`config.mk`:
```
export PLATFORM = sky130hd
export DESIGN_NAME = hidden_layer_seq_flat
export DESIGN_NICKNAME = d
export VERILOG_FILES = /design/src/rtl/nn_pkg.sv /design/src/rtl/hidden_layer_seq_if.sv /design/src/rtl/hidden_layer_seq_relu_clip.sv /design/src/rtl/hidden_layer_seq.sv /design/src/flat_wrapper.sv
export SDC_FILE = /design/constraint.sdc
export NUM_CORES = 1
export LEC_CHECK = 0
export ABC_AREA = 1
export CAP_MARGIN = 20
export CELL_PAD_IN_SITES_DETAIL_PLACEMENT = 2
export CELL_PAD_IN_SITES_GLOBAL_PLACEMENT = 2
export CORE_MARGIN = 2
export CORE_UTILIZATION = 29
export DETAILED_ROUTE_END_ITERATION = 8
export PLACE_DENSITY_LB_ADDON = 0.1
export REMOVE_ABC_BUFFERS = 1
export SKIP_LAST_GASP = 1
export SLEW_MARGIN = 20
export SYNTH_ARGS = -nofsm -noshare
export SYNTH_HDL_FRONTEND = slang
export SYNTH_SLANG_ARGS = --single-unit
```
`constraint.sdc`:
```
create_clock -name clk -period 6.1 [get_ports clk]
set_input_delay 0.915 -clock clk [delete_from_list [all_inputs] [get_ports clk]]
set_output_delay 0.915 -clock clk [all_outputs]
set_load 0.03 [all_outputs]
```
`src/rtl/nn_pkg.sv`:
```
// Shared definitions for the tiny MLP datapath: data/accumulator widths,
// default layer sizes and the hidden-layer sequencer state encoding.
package nn_pkg;

    localparam int DATA_W    = 8;
    localparam int ACC_W_DEF = 24;
    localparam int N_HID_DEF = 10;
    localparam int N_IN_DEF  = 8;

    typedef enum logic [2:0] {
        ST_IDLE,
        ST_MAC,
        ST_BIAS,
        ST_ACT,
        ST_DONE
    } hl_state_t;

    function automatic logic state_busy(hl_state_t s);
        return (s == ST_MAC) || (s == ST_BIAS) || (s == ST_ACT);
    endfunction

    function automatic logic state_ready(hl_state_t s);
        return (s == ST_MAC) || (s == ST_BIAS);
    endfunction

endpackage

```
`src/rtl/hidden_layer_seq_if.sv`:
```
// Control, input-vector, parameter-stream and result signals of the
// hidden-layer engine; master = upstream/consumer side, slave = engine.
interface hidden_layer_seq_if #(
    parameter int N_IN  = 8,
    parameter int N_HID = 10
);
    logic                  start;
    logic [N_IN*8-1:0]     x_in;
    logic [7:0]            p_data;
    logic                  p_valid;
    logic                  p_ready;
    logic [N_HID*8-1:0]    outreg;
    logic                  out_valid;
    logic                  busy;

    modport master (
        output start, x_in, p_data, p_valid,
        input  p_ready, outreg, out_valid, busy
    );

    modport slave (
        input  start, x_in, p_data, p_valid,
        output p_ready, outreg, out_valid, busy
    );

endinterface

```
`src/rtl/hidden_layer_seq_relu_clip.sv`:
```
// ReLU, arithmetic shift and byte clip of one neuron accumulator.
// HIDDEN_LAYER_SAT_EN selects saturation to 127; otherwise the low byte wraps.
module relu_clip #(
    parameter int ACC_W = 24,
    parameter int SHIFT = 0
) (
    input  logic signed [ACC_W-1:0] acc,
    output logic        [7:0]       r
);
    logic signed [ACC_W-1:0] shifted;

    always_comb begin
        shifted = acc >>> SHIFT;
        r       = '0;
        if (!acc[ACC_W-1]) begin
`ifdef HIDDEN_LAYER_SAT_EN
            if (shifted > ACC_W'(127)) begin
                r = 8'd127;
            end else begin
                r = 8'(shifted);
            end
`else
            r = 8'(shifted);
`endif
        end
    end

endmodule

```
`src/rtl/hidden_layer_seq.sv`:
```
// Sequential hidden layer: one shared 8x8 signed MAC walks N_HID neurons over
// a valid/ready weight+bias byte stream. Optional macro: HIDDEN_LAYER_SAT_EN.
module hidden_layer_seq #(
    parameter int N_IN  = nn_pkg::N_IN_DEF,
    parameter int N_HID = nn_pkg::N_HID_DEF,
    parameter int ACC_W = nn_pkg::ACC_W_DEF,
    parameter int SHIFT = 0
) (
    input  logic               clk,
    input  logic               rst,
    hidden_layer_seq_if.slave  bus
);
    import nn_pkg::*;

    localparam int I_W = (N_IN  > 1) ? $clog2(N_IN)  : 1;
    localparam int J_W = (N_HID > 1) ? $clog2(N_HID) : 1;

    hl_state_t state, next_state;

    logic [N_IN*DATA_W-1:0]   x_lat;
    logic [I_W-1:0]           i_idx;
    logic [J_W-1:0]           j_idx;
    logic signed [ACC_W-1:0]  acc;
    logic [N_HID*DATA_W-1:0]  outreg_q;
    logic                     p_ready_q;
    logic                     busy_q;
    logic                     out_valid_q;

    logic                     beat;
    logic                     last_i;
    logic                     last_j;
    logic signed [DATA_W-1:0] x_cur;
    logic signed [DATA_W-1:0] p_s;
    logic signed [15:0]       prod;
    logic [7:0]               r;

    assign beat   = bus.p_valid & p_ready_q;
    assign last_i = (i_idx == I_W'(N_IN - 1));
    assign last_j = (j_idx == J_W'(N_HID - 1));
    assign p_s    = bus.p_data;

    always_comb begin
        x_cur = '0;
        for (int unsigned k = 0; k < N_IN; k++) begin
            if (i_idx == I_W'(k)) begin
                x_cur = x_lat[8*k +: 8];
            end
        end
    end

    assign prod = x_cur * p_s;

    relu_clip #(
        .ACC_W (ACC_W),
        .SHIFT (SHIFT)
    ) u_relu_clip (
        .acc (acc),
        .r   (r)
    );

    always_ff @(posedge clk) begin
        if (rst) begin
            state <= ST_IDLE;
        end else begin
            state <= next_state;
        end
    end

    always_comb begin
        next_state = state;
        case (state)
            ST_IDLE, ST_DONE: if (bus.start) next_state = ST_MAC;
            ST_MAC:           if (beat && last_i) next_state = ST_BIAS;
            ST_BIAS:          if (beat) next_state = ST_ACT;
            ST_ACT:           next_state = last_j ? ST_DONE : ST_MAC;
            default:          next_state = ST_IDLE;
        endcase
    end

    // Status outputs are decoded from next_state into flops so they are
    // pure state registers that change together with the state itself.
    always_ff @(posedge clk) begin
        if (rst) begin
            p_ready_q   <= 1'b0;
            busy_q      <= 1'b0;
            out_valid_q <= 1'b0;
        end else begin
            p_ready_q   <= state_ready(next_state);
            busy_q      <= state_busy(next_state);
            out_valid_q <= (next_state == ST_DONE);
        end
    end

    always_ff @(posedge clk) begin
        if (rst) begin
            x_lat    <= '0;
            acc      <= '0;
            i_idx    <= '0;
            j_idx    <= '0;
            outreg_q <= '0;
        end else begin
            case (state)
                ST_IDLE, ST_DONE: begin
                    if (bus.start) begin
                        x_lat <= bus.x_in;
                        acc   <= '0;
                        i_idx <= '0;
                        j_idx <= '0;
                    end
                end
                ST_MAC: begin
                    if (beat) begin
                        acc   <= acc + ACC_W'(prod);
                        i_idx <= last_i ? '0 : i_idx + I_W'(1);
                    end
                end
                ST_BIAS: begin
                    if (beat) begin
                        acc <= acc + ACC_W'(p_s);
                    end
                end
                ST_ACT: begin
                    for (int unsigned k = 0; k < N_HID; k++) begin
                        if (j_idx == J_W'(k)) begin
                            outreg_q[8*k +: 8] <= r;
                        end
                    end
                    acc   <= '0;
                    i_idx <= '0;
                    if (!last_j) begin
                        j_idx <= j_idx + J_W'(1);
                    end
                end
                default: begin
                    acc <= '0;
                end
            endcase
        end
    end

    assign bus.p_ready   = p_ready_q;
    assign bus.busy      = busy_q;
    assign bus.out_valid = out_valid_q;
    assign bus.outreg    = outreg_q;

endmodule

```
`src/flat_wrapper.sv`:
```
// flat-port wrapper written by rule: the top's interface ports become plain ports
module hidden_layer_seq_flat import nn_pkg::*;
#(
    parameter int N_IN  = nn_pkg::N_IN_DEF,
    parameter int N_HID = nn_pkg::N_HID_DEF,
    parameter int ACC_W = nn_pkg::ACC_W_DEF,
    parameter int SHIFT = 0
)
  (clk, rst, bus_start, bus_x_in, bus_p_data, bus_p_valid, bus_p_ready, bus_outreg, bus_out_valid, bus_busy);
  hidden_layer_seq_if #(.N_IN(N_IN), .N_HID(N_HID)) bus_i ();
  input  logic clk;
  input  logic rst;
  input wire logic [$bits(bus_i.start)-1:0] bus_start;
  input wire logic [$bits(bus_i.x_in)-1:0] bus_x_in;
  input wire logic [$bits(bus_i.p_data)-1:0] bus_p_data;
  input wire logic [$bits(bus_i.p_valid)-1:0] bus_p_valid;
  output wire logic [$bits(bus_i.p_ready)-1:0] bus_p_ready;
  output wire logic [$bits(bus_i.outreg)-1:0] bus_outreg;
  output wire logic [$bits(bus_i.out_valid)-1:0] bus_out_valid;
  output wire logic [$bits(bus_i.busy)-1:0] bus_busy;
  assign bus_i.start = bus_start;
  assign bus_i.x_in = bus_x_in;
  assign bus_i.p_data = bus_p_data;
  assign bus_i.p_valid = bus_p_valid;
  assign bus_p_ready = bus_i.p_ready;
  assign bus_outreg = bus_i.outreg;
  assign bus_out_valid = bus_i.out_valid;
  assign bus_busy = bus_i.busy;
  hidden_layer_seq #(.N_IN(N_IN), .N_HID(N_HID), .ACC_W(ACC_W), .SHIFT(SHIFT)) u_core (.clk(clk), .rst(rst), .bus(bus_i));
endmodule
```
==> run summary <==
Highest Clock Rate - 0.172 GHz
Unrepaired setup endpoints after global routing - yes
Final number of max-transition violations - 0
Global placer's final weighted congestion - 0.861
CP Launch Type - register
Via count - 13500
Critical path's largest stage delay - 0.53 ns
Hold Buf Count CTS - 0
Worst Clk Skew - 0.0120 ns
Sequential area share after synthesis - 26.4%
Worst-Margin Slew - 1.05 ns
Hpwl dp - 42.8 mm
Drt pass-1 iters - 4
Slowest cell on the critical path - fa_1
CTS tree - done
Most common cell after layout, fill and taps aside - nand2_1
Worst r2r src - u_core.i_idx[0]
Yosys top cell area share - 26.4%
# diodes - 0
Dominant cell type by area after synthesis - dfxtp_1
Placed Area - 16300 µm²
Final setup viols - 0
Wire per inst - 20.1 µm
Global router's overall resource usage - 22.5%
Ys async rst share - 0%
Hold Path Class - reg2reg
Outcome - complete, no violations
Synthesized cell area - 13700 µm²
Worst Setup End Kind - register
Mean Syn Cell Area - 7.15 µm²
Post-route cell area - 17800 µm²
R2r setup slk - 0.29 ns
Grt ovf - 0
Reg-to-reg endpoint - u_core.acc[22]
CTS max path bufs - 2
Gr busiest metal - met2
Crit path kind - reg2reg
Hold endpoint - u_core.x_lat[57]
Root buf cell - clkbuf_16
Worst-path clk slew - 0.09 ns
# port buffers - 158
H-tree levels - 4
Hold path cells - 2
Top_reg_cell synth - dfxtp_1
Vias per cell - 4.93
Final hold viol count - 0
Num CTS Buffers - 17
Chip width - 221 µm
CP dominant cell by count - nand2_1
Area of the die - 49000 µm²
Layout area overhead - 29.8%
Slew headroom - 30.1%
Met3 Use GR - 5.47%
EDFF count, synth - 0
R2R depth - 35
Met1 usage - 30.1%
Commonest cells after routing, fill and taps aside - 327 x nand2_1, 304 x nor2_1, 253 x inv_1, 178 x dfxtp_1, 158 x clkdlybuf4s50_1
Final WL - 55.0 mm
Worst skew pair latency - 0.50 ns
Tcrit/Tclk final - 95.3%
Die Ht - 221 µm
Placeable Area - 46600 µm²
Routed Antenna Nets - 0
Synth top area cells - dfxtp_1 26%, fa_1 15%, nand2_1 9.7%
# rows - 79
Net count, final - 2387
Min-Delay Startpoint - u_core.x_lat[57]
Ys Warns - 0
Minimum clock period after layout - 5.81 ns
Layout cell share with drive strength beyond 1 - 13.4%
#FFs+latches synth - 181
Critical path arrival - 6.23 ns
CP required - 6.51 ns
Num ports - 159
Max-cap viol count - 0
TritonCTS Sinks - 181
Largest net degree at the start of global routing - 99
Yosys cell types - 42
Mapped Cells - 1916
Grt met2 use - 36.7%
Antenna violations before repair - 3
Initial Util - 29.4%
Post-route DRC - 0
Vias in the first global route - 15000
First-pass GRT wire length - 85.8 mm
CP max FO - 8
DRT iter0 DRCs - 542
stage by stage:
stage	hold WS, ns	TNS, ns	cells	setup WS (ns)	utilization [%]
2_1_floorplan	0.447	-6.93	1854	-0.570	-
6_report	0.490	0	2739	0.286	38.2
3_5_place_dp	0.475	-0.960	2693	-0.172	35.1
5_1_grt	0.516	-0.208	2739	-0.0653	38.2
4_1_cts	0.493	0	2725	0.000163	36.5
3_3_place_gp	0.462	-0.000937	2693	-0.000937	35.1
what timing repair did:
action,CTS,global route
cloned,0,1
setup endpoints to repair,15,16
buffers inserted,0,13
pin swaps,0,48
gates resized for setup,14,135
critical path, delay by kind of cell (launching register included):
kind | cells | cell delay, ns
adder cells (fa/ha/maj) | 7 | 2.80
buffers and inverters | 9 | 0.74
flip-flops | 1 | 0.37
AND/OR/NAND/NOR | 19 | 1.80
synthesized netlist by cell type (all sizes together) (2+ instances only):
master	number
nor3	20
and2	3
nand3b	6
o21bai	4
fa	105
xnor2	2
clkbuf	35
dfxtp	181
o21a	6
o211ai	8
nand2	358
nand4	14
nor2	321
xor2	4
nand3	115
a211oi	9
or2	25
a31oi	8
ha	87
clkinv	6
a21oi	119
inv	271
buf	27
o21ai	177
area by class of cell:
type | count | area, µm²
clock buffers | 17 | 425
clock inverters | 15 | 206
fillers | 5390 | 28800
inverters | 277 | 1050
multi-input cells | 1396 | 9380
flip-flops and latches | 181 | 3630
well taps | 607 | 759
repair buffers | 246 | 2330
cells by family after synthesis:
kind of cell | Yosys count | synth area share [%]
AND/OR/NAND/NOR | 865 | 26.9
buffers and inverters | 339 | 9.88
AO/OA/AOI/OAI | 333 | 13.1
adder cells (fa/ha/maj) | 192 | 23.3
flip-flops | 181 | 26.4
XOR/XNOR | 6 | 0.384
per-layer routing:
layer  up-vias  wire [µm]
li1       6491          -
met1      6780      25900
met2       178      25800
met3        46       2490
met4         6        756
met5         -         34
state kept, by name (all words and copies together) (netlist names):
| register | flops |
|---|---|
| u_core.acc | 24 |
| u_core.bus.busy | 1 |
| u_core.bus.out_valid | 1 |
| u_core.bus.outreg | 80 |
| u_core.bus.p_ready | 1 |
| u_core.i_idx | 3 |
| u_core.j_idx | 4 |
| u_core.state | 3 |
| u_core.x_lat | 64 |
worst max-delay path by stage:
| stage | to | cells past startpoint | slack [ns] | startpoint |
|---|---|---|---|---|
| CTS | u_core.acc[10] | 32 | 0.0002 | u_core.i_idx[0] |
| global route | u_core.acc[23] | 34 | -0.07 | u_core.i_idx[0] |
| detailed placement | u_core.acc[20] | 37 | -0.17 | u_core.i_idx[0] |
| global placement | u_core.acc[10] | 20 | -0.0009 | bus_p_data[0] |
| floorplan | u_core.acc[10] | 29 | -0.57 | u_core.i_idx[0] |
| finish | u_core.acc[22] | 35 | 0.29 | u_core.i_idx[0] |
Power is not shown: default switching activity piles up to over one toggle a cycle in this logic, so the estimate is an artifact.
